<file path="src/rtl/rv_pkg.sv">
// Shared core definitions: PC width and next-PC source encoding.
package rv_pkg;

   localparam int unsigned PC_W = 16;

   typedef enum logic [2:0] {
      SEL_INC,
      SEL_BR,
      SEL_JMP,
      SEL_CALL,
      SEL_RET
   } next_sel_e;

   // Fixed priority: RET > CALL > JMP > BR > increment.
   function automatic next_sel_e next_sel(input logic ret, input logic call,
                                          input logic jmp, input logic br);
      if (ret)       return SEL_RET;
      else if (call) return SEL_CALL;
      else if (jmp)  return SEL_JMP;
      else if (br)   return SEL_BR;
      else           return SEL_INC;
   endfunction

endpackage

</file>
<file path="src/rtl/adder_16_bit.sv">
// 16-bit ripple-carry adder shared by the ALU and the PC stage.
module adder_16_bit (
   input  logic [15:0] a,
   input  logic [15:0] b,
   input  logic        cin,
   output logic [15:0] sum,
   output logic        cout
);

   logic [16:0] c;

   assign c[0] = cin;

   for (genvar i = 0; i < 16; i++) begin : g_fa
      assign sum[i]  = a[i] ^ b[i] ^ c[i];
      assign c[i+1]  = (a[i] & b[i]) | (c[i] & (a[i] ^ b[i]));
   end

   assign cout = c[16];

endmodule

</file>
<file path="src/rtl/ras_stack.sv">
// Return-address stack: circular buffer with top pointer and saturating count.
module ras_stack
   import rv_pkg::*;
#(
   parameter int unsigned DEPTH = 4
) (
   input  logic            clk,
   input  logic            rst_n,
   input  logic            push,
   input  logic            pop,
   input  logic [PC_W-1:0] push_data,
   output logic [PC_W-1:0] top_data,
   output logic            empty,
   output logic            full
);

   localparam int unsigned PW = (DEPTH > 1) ? $clog2(DEPTH) : 1;
   localparam int unsigned CW = PW + 1;

   logic [PC_W-1:0] mem [DEPTH];
   logic [PW-1:0]   top_q, top_d, wr_ptr;
   logic [CW-1:0]   count_q, count_d;

   assign wr_ptr   = top_q + 1'b1;
   assign top_data = mem[top_q];
   assign empty    = (count_q == '0);
   assign full     = (count_q == CW'(DEPTH));

   always_comb begin
      top_d   = top_q;
      count_d = count_q;
      if (push) begin
         // A push when full overwrites the oldest slot, which is wr_ptr.
         top_d = wr_ptr;
         if (!full) count_d = count_q + 1'b1;
      end else if (pop && !empty) begin
         top_d   = top_q - 1'b1;
         count_d = count_q - 1'b1;
      end
   end

   always_ff @(posedge clk or negedge rst_n) begin
      if (!rst_n) begin
         top_q   <= '0;
         count_q <= '0;
      end else begin
         top_q   <= top_d;
         count_q <= count_d;
      end
   end

   // Contents are don't-care after reset, so the storage has no reset.
   always_ff @(posedge clk) begin
      if (push) mem[wr_ptr] <= push_data;
   end

endmodule

</file>
<file path="src/rtl/pc_unit.sv">
// Program-counter stage: next-PC priority select, PC register, RAS and sticky RAS error.
module pc_unit
   import rv_pkg::*;
#(
   parameter logic [15:0] RESET_VEC = 16'h0000,
   parameter int unsigned RAS_DEPTH = 4
) (
   input  logic            clk,
   input  logic            rst_n,
   input  logic            en,
   input  logic            br_taken,
   input  logic [PC_W-1:0] br_off,
   input  logic            jmp,
   input  logic            call,
   input  logic            ret,
   input  logic [PC_W-1:0] jmp_addr,
   output logic [PC_W-1:0] pc,
   output logic [PC_W-1:0] pc_plus1,
   output logic            ras_empty,
   output logic            ras_full,
   output logic            ras_err
);

   logic [PC_W-1:0] pc_q, pc_d, br_target, ras_top;
   logic            err_q, err_d;
   logic            push, pop;
   logic            unused_inc_cout, unused_br_cout;
   next_sel_e       sel;

   adder_16_bit u_inc_add (
      .a    (pc_q),
      .b    (16'h0001),
      .cin  (1'b0),
      .sum  (pc_plus1),
      .cout (unused_inc_cout)
   );

   adder_16_bit u_br_add (
      .a    (pc_q),
      .b    (br_off),
      .cin  (1'b0),
      .sum  (br_target),
      .cout (unused_br_cout)
   );

   ras_stack #(
      .DEPTH (RAS_DEPTH)
   ) u_ras (
      .clk       (clk),
      .rst_n     (rst_n),
      .push      (push),
      .pop       (pop),
      .push_data (pc_plus1),
      .top_data  (ras_top),
      .empty     (ras_empty),
      .full      (ras_full)
   );

   assign sel  = next_sel(ret, call, jmp, br_taken);
   assign push = en && (sel == SEL_CALL);
   assign pop  = en && (sel == SEL_RET) && !ras_empty;

   always_comb begin
      pc_d  = pc_q;
      err_d = err_q;
      if (en) begin
         case (sel)
            SEL_RET:  pc_d = ras_empty ? pc_plus1 : ras_top;
            SEL_CALL: pc_d = jmp_addr;
            SEL_JMP:  pc_d = jmp_addr;
            SEL_BR:   pc_d = br_target;
            default:  pc_d = pc_plus1;
         endcase
         // Underflow, CALL+RET conflict and push-when-full are all sticky faults.
         if ((ret && (ras_empty || call)) || (push && ras_full)) err_d = 1'b1;
      end
   end

   always_ff @(posedge clk or negedge rst_n) begin
      if (!rst_n) begin
         pc_q  <= RESET_VEC;
         err_q <= 1'b0;
      end else begin
         pc_q  <= pc_d;
         err_q <= err_d;
      end
   end

   assign pc      = pc_q;
   assign ras_err = err_q;

endmodule

</file>
<file path="config.mk">
export PLATFORM = sky130hd
export DESIGN_NAME = pc_unit
export DESIGN_NICKNAME = d
export VERILOG_FILES = /design/src/rtl/rv_pkg.sv /design/src/rtl/adder_16_bit.sv /design/src/rtl/ras_stack.sv /design/src/rtl/pc_unit.sv
export SDC_FILE = /design/constraint.sdc
export NUM_CORES = 1
export LEC_CHECK = 0
export CAP_MARGIN = 20
export CORE_ASPECT_RATIO = 1.25
export CORE_UTILIZATION = 55
export CTS_CLUSTER_SIZE = 25
export DETAILED_ROUTE_END_ITERATION = 6
export PLACE_DENSITY = 0.79
export SETUP_SLACK_MARGIN = 0.5
export SLEW_MARGIN = 15
export SYNTH_ARGS = -nofsm -noshare
export SYNTH_HDL_FRONTEND = slang
export SYNTH_SLANG_ARGS = --single-unit
</file>
<file path="constraint.sdc">
create_clock -name clk -period 16.3 [get_ports clk]
set_clock_uncertainty 0.15 [all_clocks]
set_input_delay 3.26 -clock clk [delete_from_list [all_inputs] [get_ports clk]]
set_output_delay 3.26 -clock clk [all_outputs]
set_load 0.02 [all_outputs]
</file>
==> metrics.cfg, run 1 <==
[yosys]
async_flop_share_pct = 25.6
syn_nets = 434
synth_top_area_share_pct = 40.7
yosys.area.top_type = edfxtp_1
avgSynthCellArea_um2 = 13.1
synth-edff-count = 64
synthTopCellsByArea = edfxtp_1 (41%), dfrtp_1 (12%), mux4_1 (7.2%), fa_1 (6.4%), ha_1 (5.0%)
syn_area_mm2 = 0.00472
synthFlopType = edfxtp_1
ys_types = 45
synthCells = 361
yosysMostFrequentCell = edfxtp_1
synthTopCellsByCount = edfxtp_1 (64), inv_1 (41), o21ai_0 (24)
ys_ff_latch = 86
synth_warnings = 0
ys_seq_area_share_pct = 52.4

[sta]
finalWorstPathRequiredPeriod_ns = 9.32
setup_ws_ns = 6.98
slew_viol_final = 0
period_share_pct = 57.2
fmax_mhz = 107
relSlewSlack_pct = 29.6
setup_viol = 0
worst_pin_slew_ns = 1.06
finalHoldViolCount = 0
rsz0062_at_grt = no
tns_ns = 0

[finish]
area_growth_pct = 19.3
fin_nets = 499
drive_above_1_share_pct = 7.19
antennaDiodeCount = 0

[pwr]
power.density_mw_per_mm2 = 144
leakagePower_nw = 2.22
ir_worst_vdd_v = 0.0000802

[setup_path]
crit-reg2reg-launch = pc[0]$_DFFE_PN0P_
critPathCaptureType = register
cp.required_ns = 16.38
reg2regPathDepth = 27
worstReg2RegEnd = pc[14]$_DFFE_PN0P_
r2r_setup_slack_ns = 9.76
worst_ep_arrival_time_ns = 9.40
startpoint_type = input port
crit_fanout = 1
crit_type = in -> reg

[die]
die-width_um = 84.9
start_util_pct = 57.0
row_count = 37
ios = 74
die_area_mm2 = 0.00896
core_area_mm2 = 0.00829
die_y_um = 106

[grt]
globalRouteOverflowTotal = 0
grt.total_usage_pct = 26.1
grt_pass1_wl_mm = 17.1
grt_max_degree = 42
first_global_vias = 3316
antenna_found_initial = 0

[placed_design]
dpl.hpwl_mm = 6.93
dp_slack_ns = 6.62
gp_congestion = 0.779
place.port_buffers = 73

[clocking]
cts_buffer_depth = 2
cts.sinks = 86
cts_resized = 0
htreeDepth = 3
hold_buffers = 0
numCtsBuffers = 9
cts_setup_buffers = 0
cts_tree = yes
cts_root_buf = clkbuf_8
clkLatencyLatePin_ns = 0.36
clk_pin_slew_worst_paths_ns = 0.08

[routing]
drt_iter0_drc = 175
drt-total-wl_mm = 10.8
first_pass_iters = 7
avgRoutedWirePerCell_um = 20.4
viasPerCell = 5.87
final_antenna_net_count = 0
drc = 6
via_count = 3101

[hold_path]
whs_path_depth = 1
hp-class = reg -> reg
min_to = ras_err$_DFFE_PN0P_
holdCritStartpoint = ras_err$_DFFE_PN0P_

[status]
violations = design-rule violations
status = complete, but fails checks

[job]
cap_violations = 0

==> registers in the layout (all words and copies together), names as in the netlist <==
| signal | cells |
|---|---|
| pc | 16 |
| u_ras.count_q | 3 |
| ras_err | 1 |
| u_ras.top_q | 2 |
| u_ras.mem | 64 |
==> stage by stage <==
| step | total power [mW] | std cells | instance area (um^2) | util [%] | hold WS (ns) |
|---|---|---|---|---|---|
| 2_1_floorplan | 0.555 | 361 | 4720 | - | 0.302 |
| 3_3_place_gp | 0.659 | 511 | 5430 | 65.5 | 0.290 |
| 3_5_place_dp | 0.670 | 511 | 5430 | 65.5 | 0.297 |
| 4_1_cts | 0.818 | 527 | 5620 | 67.8 | 0.316 |
| 5_1_grt | 0.861 | 528 | 5630 | 68.0 | 0.335 |
| 6_report | 0.813 | 528 | 5630 | 68.0 | 0.317 |
==> layout make-up <==
class,instances,area [um^2]
well taps,97,121
inverters,42,163
multi-input cells,209,1910
clock inverters,5,50.0
clock buffers,11,141
fillers,575,2660
repair buffers,78,776
flip-flops and latches,86,2470
==> how the worst max path moves through the flow <==
stage / startpoint / to / slack [ns] / depth (start not counted)
2_1_floorplan: br_off[0] / pc[15]$_DFFE_PN0P_ / 7.51 / 27
3_3_place_gp: br_off[0] / pc[14]$_DFFE_PN0P_ / 6.74 / 28
3_5_place_dp: br_off[0] / pc[14]$_DFFE_PN0P_ / 6.62 / 28
4_1_cts: br_off[0] / pc[14]$_DFFE_PN0P_ / 6.98 / 28
5_1_grt: br_off[0] / pc[14]$_DFFE_PN0P_ / 6.65 / 28
6_report: br_off[0] / pc[14]$_DFFE_PN0P_ / 6.98 / 28
==> logic make-up (layout without fill, tap and decap cells) <==
| family | after synthesis | count (layout) | share of synthesized area, % |
|---|---|---|---|
| buf+inv | 66 | 136 | 7.23 |
| flops | 86 | 86 | 52.4 |
| xor+xnor | 7 | 7 | 1.30 |
| simple gates | 69 | 69 | 6.52 |
| compound gates | 76 | 76 | 11.0 |
| fa+ha+maj | 34 | 34 | 11.4 |
| mux | 23 | 23 | 10.2 |
==> per-layer routing <==
metal  track usage, %  wire length [um]
met5                0                 0
met4             12.7               225
met3             4.23               563
met2             45.4              5640
met1             31.7              4330
==> worst max-delay path, stage by stage <==
cell	delay [ns]
clkdlybuf4s50_1	0.46
ha_1	0.15
inv_1	0.05
fa_1	0.37
fa_1	0.39
fa_1	0.39
fa_1	0.40
fa_1	0.38
inv_1	0.09
fa_1	0.16
inv_1	0.05
fa_1	0.36
inv_1	0.08
fa_1	0.19
fa_1	0.17
inv_1	0.05
fa_1	0.36
inv_1	0.08
fa_1	0.15
inv_1	0.06
fa_1	0.38
fa_1	0.39
inv_1	0.09
fa_1	0.41
mux2i_1	0.15
o21ai_0	0.09
o21ai_0	0.18
o22ai_1	0.08
==> placed cells by master, fill, tap and decap left out, types with 2 or more instances in the layout <==
cell / n
a31o_1: 5
a211o_1: 9
and2_1: 4
nand2_1: 23
ha_1: 19
mux4_2: 3
a21oi_1: 8
o211ai_1: 2
a31o_2: 5
nor2b_1: 2
inv_1: 41
fa_1: 15
o22ai_1: 6
clkdlybuf4s50_1: 73
nand3_1: 10
buf_4: 4
dfrtp_1: 22
clkinv_1: 2
clkbuf_8: 10
a211oi_1: 11
o21ai_0: 24
xnor2_1: 5
xor2_1: 2
mux4_1: 13
nor2_1: 23
edfxtp_1: 64
mux2i_1: 6
==> power by group <==
| group | internal, mW | switching [mW] | total (mW) |
|---|---|---|---|
| sequential | 0.282 | 0.0455 | 0.328 |
| combinational | 0.163 | 0.175 | 0.338 |
| clock | 0.0738 | 0.0729 | 0.147 |
Power figures use the tool's default switching activity.
==> inputs of run 2 (changes only) <==
--- a/config.mk
+++ b/config.mk
@@ -7,10 +7,10 @@
 export LEC_CHECK = 0
 export CAP_MARGIN = 20
 export CORE_ASPECT_RATIO = 1.25
-export CORE_UTILIZATION = 55
+export CORE_UTILIZATION = 54
 export CTS_CLUSTER_SIZE = 25
 export DETAILED_ROUTE_END_ITERATION = 6
-export PLACE_DENSITY = 0.79
+export PLACE_DENSITY = 0.78
 export SETUP_SLACK_MARGIN = 0.5
 export SLEW_MARGIN = 15
 export SYNTH_ARGS = -nofsm -noshare
==> constraint.sdc (replaced) <==
create_clock -name clk -period 8.6 [get_ports clk]
set_clock_uncertainty 0.15 [all_clocks]
set_input_delay 1.72 -clock clk [delete_from_list [all_inputs] [get_ports clk]]
set_output_delay 1.72 -clock clk [all_outputs]
set_load 0.02 [all_outputs]
==> run 2 against run 1 <==
The flow now finishes without violations. Sequential power is 89% higher. Wire length is 1.3% lower. First-iteration DRC count is 42% higher. Power is 87% higher. Worst hold slack worse by 0.0030 ns. Critical path depth stayed put. Clock power is 76% higher. Cell count is 3.6% higher. Via count is 0.19% higher. Utilization is 0.87 points lower. Non-clock buffer count is 1 lower. Critical endpoint is now pc[15]$_DFFE_PN0P_.
==> metrics.cfg, run 2 (synthesized netlist as in run 1, its figures left out) <==
[pwr]
leakagePower_nw = 2.21
ir_worst_vdd_v = 0.000161
power_mw = 1.52
power.density_mw_per_mm2 = 270

[routing]
drt_iter0_drc = 248
avgRoutedWirePerCell_um = 19.4
drt-total-wl_mm = 10.6
via_count = 3107
first_pass_iters = 4
drc = 0
final_antenna_net_count = 0
viasPerCell = 5.68

[grt]
grt_max_degree = 42
first_global_vias = 3223
grt.total_usage_pct = 25.5
grt_pass1_wl_mm = 17.0
antenna_found_initial = 0
globalRouteOverflowTotal = 0

[finish]
largest-register = u_ras.mem
layout_commonest_cell = clkdlybuf4s50_1
antennaDiodeCount = 0
area_growth_pct = 19.1
fin_area_mm2 = 0.00562
largest_reg_flops = 64
drive_above_1_share_pct = 7.44
fin_nets = 498
final_core_util_pct = 67.1
final_cell_mix = clkdlybuf4s50_1 (72), edfxtp_1 (64), inv_1 (41)

[placed_design]
place.port_buffers = 73
dpl.hpwl_mm = 6.90
dpl_cell_area_mm2 = 0.00545
gp_congestion = 0.806

[sta]
relSlewSlack_pct = 28.2
worst_pin_slew_ns = 1.08
rsz0062_at_grt = no
finalWorstPathRequiredPeriod_ns = 7.71
slew_viol_final = 0
finalHoldViolCount = 0
tns_ns = 0
fmax_mhz = 130
period_share_pct = 89.7
setup_viol = 0

[setup_path]
cp_slowest_cell = clkdlybuf4s50_1
max_stage_delay_ns = 0.46
crit_top_cell = fa_1
path_buf_inv = 9
critPathTopFamily = adder cells
worst_ep_arrival_time_ns = 7.83
critPathCaptureType = register
crit_type = in -> reg
crit_fanout = 1
cp.required_ns = 8.72
startpoint_type = input port

[status]
status = finished, final reports clean

[die]
start_util_pct = 56.4
die-width_um = 85.6
row_count = 37
die_y_um = 107
ios = 74
die_area_mm2 = 0.00912
core_area_mm2 = 0.00838

[clocking]
numCtsBuffers = 9
cts_tree = yes
cts.sinks = 86
clkLatencyLatePin_ns = 0.36
cts_resized = 0
htreeDepth = 3
cts_buffer_depth = 2
hold_buffers = 0
cts_setup_buffers = 0
clk_pin_slew_worst_paths_ns = 0.08
cts_root_buf = clkbuf_8

[job]
cap_violations = 0

[hold_path]
hp-class = reg -> reg

==> run 2: cell type report <==
cell class,count,area [um^2]
sequential,86,2470
tap,117,146
inverter,42,163
clock inverter,4,21.3
multi-input combinational,209,1910
clock buffer,12,155
fill,635,2760
timing repair buffer,77,756
==> run 2: path summary, 6_finish.rpt <==
path | start | end | slack, ns | cells after the start
setup / recovery | br_off[0] | pc[15]$_DFFE_PN0P_ | 0.89 | 28
min in group asynchronous | rst_n | pc[0]$_DFFE_PN0P_ | 1.59 | 2
hold / removal | ras_err$_DFFE_PN0P_ | ras_err$_DFFE_PN0P_ | 0.31 | 1
hold reg to reg | ras_err$_DFFE_PN0P_ | ras_err$_DFFE_PN0P_ | 0.31 | 1
setup reg to reg | pc[0]$_DFFE_PN0P_ | pc[15]$_DFFE_PN0P_ | 2.15 | 27
max in group asynchronous | rst_n | pc[3]$_DFFE_PN0P_ | 6.43 | 2
==> run 2: layer usage <==
| metal | global-route usage [%] | up-vias | part of all wire, % |
|---|---|---|---|
| li1 | - | 1439 | - |
| met5 | 0 | - | 0 |
| met4 | 11.1 | 0 | 1.2 |
| met2 | 43.8 | 105 | 54 |
| met1 | 32.0 | 1553 | 40 |
| met3 | 3.96 | 10 | 4.9 |
==> run 2: stage by stage <==
step,setup slack (ns),cells,hold slack (ns)
after floorplan,1.35,361,0.302
after global placement,0.538,531,0.287
after detailed placement,0.468,531,0.301
after CTS,0.858,547,0.320
after global routing,0.526,547,0.337
final,0.886,547,0.314
==> run 2: report_power, final <==
group | total (mW) | switching [mW] | leakage, nW | internal [mW]
sequential | 0.620 | 0.0852 | 0.838 | 0.535
combinational | 0.640 | 0.330 | 1.28 | 0.310
clock | 0.258 | 0.139 | 0.0898 | 0.119
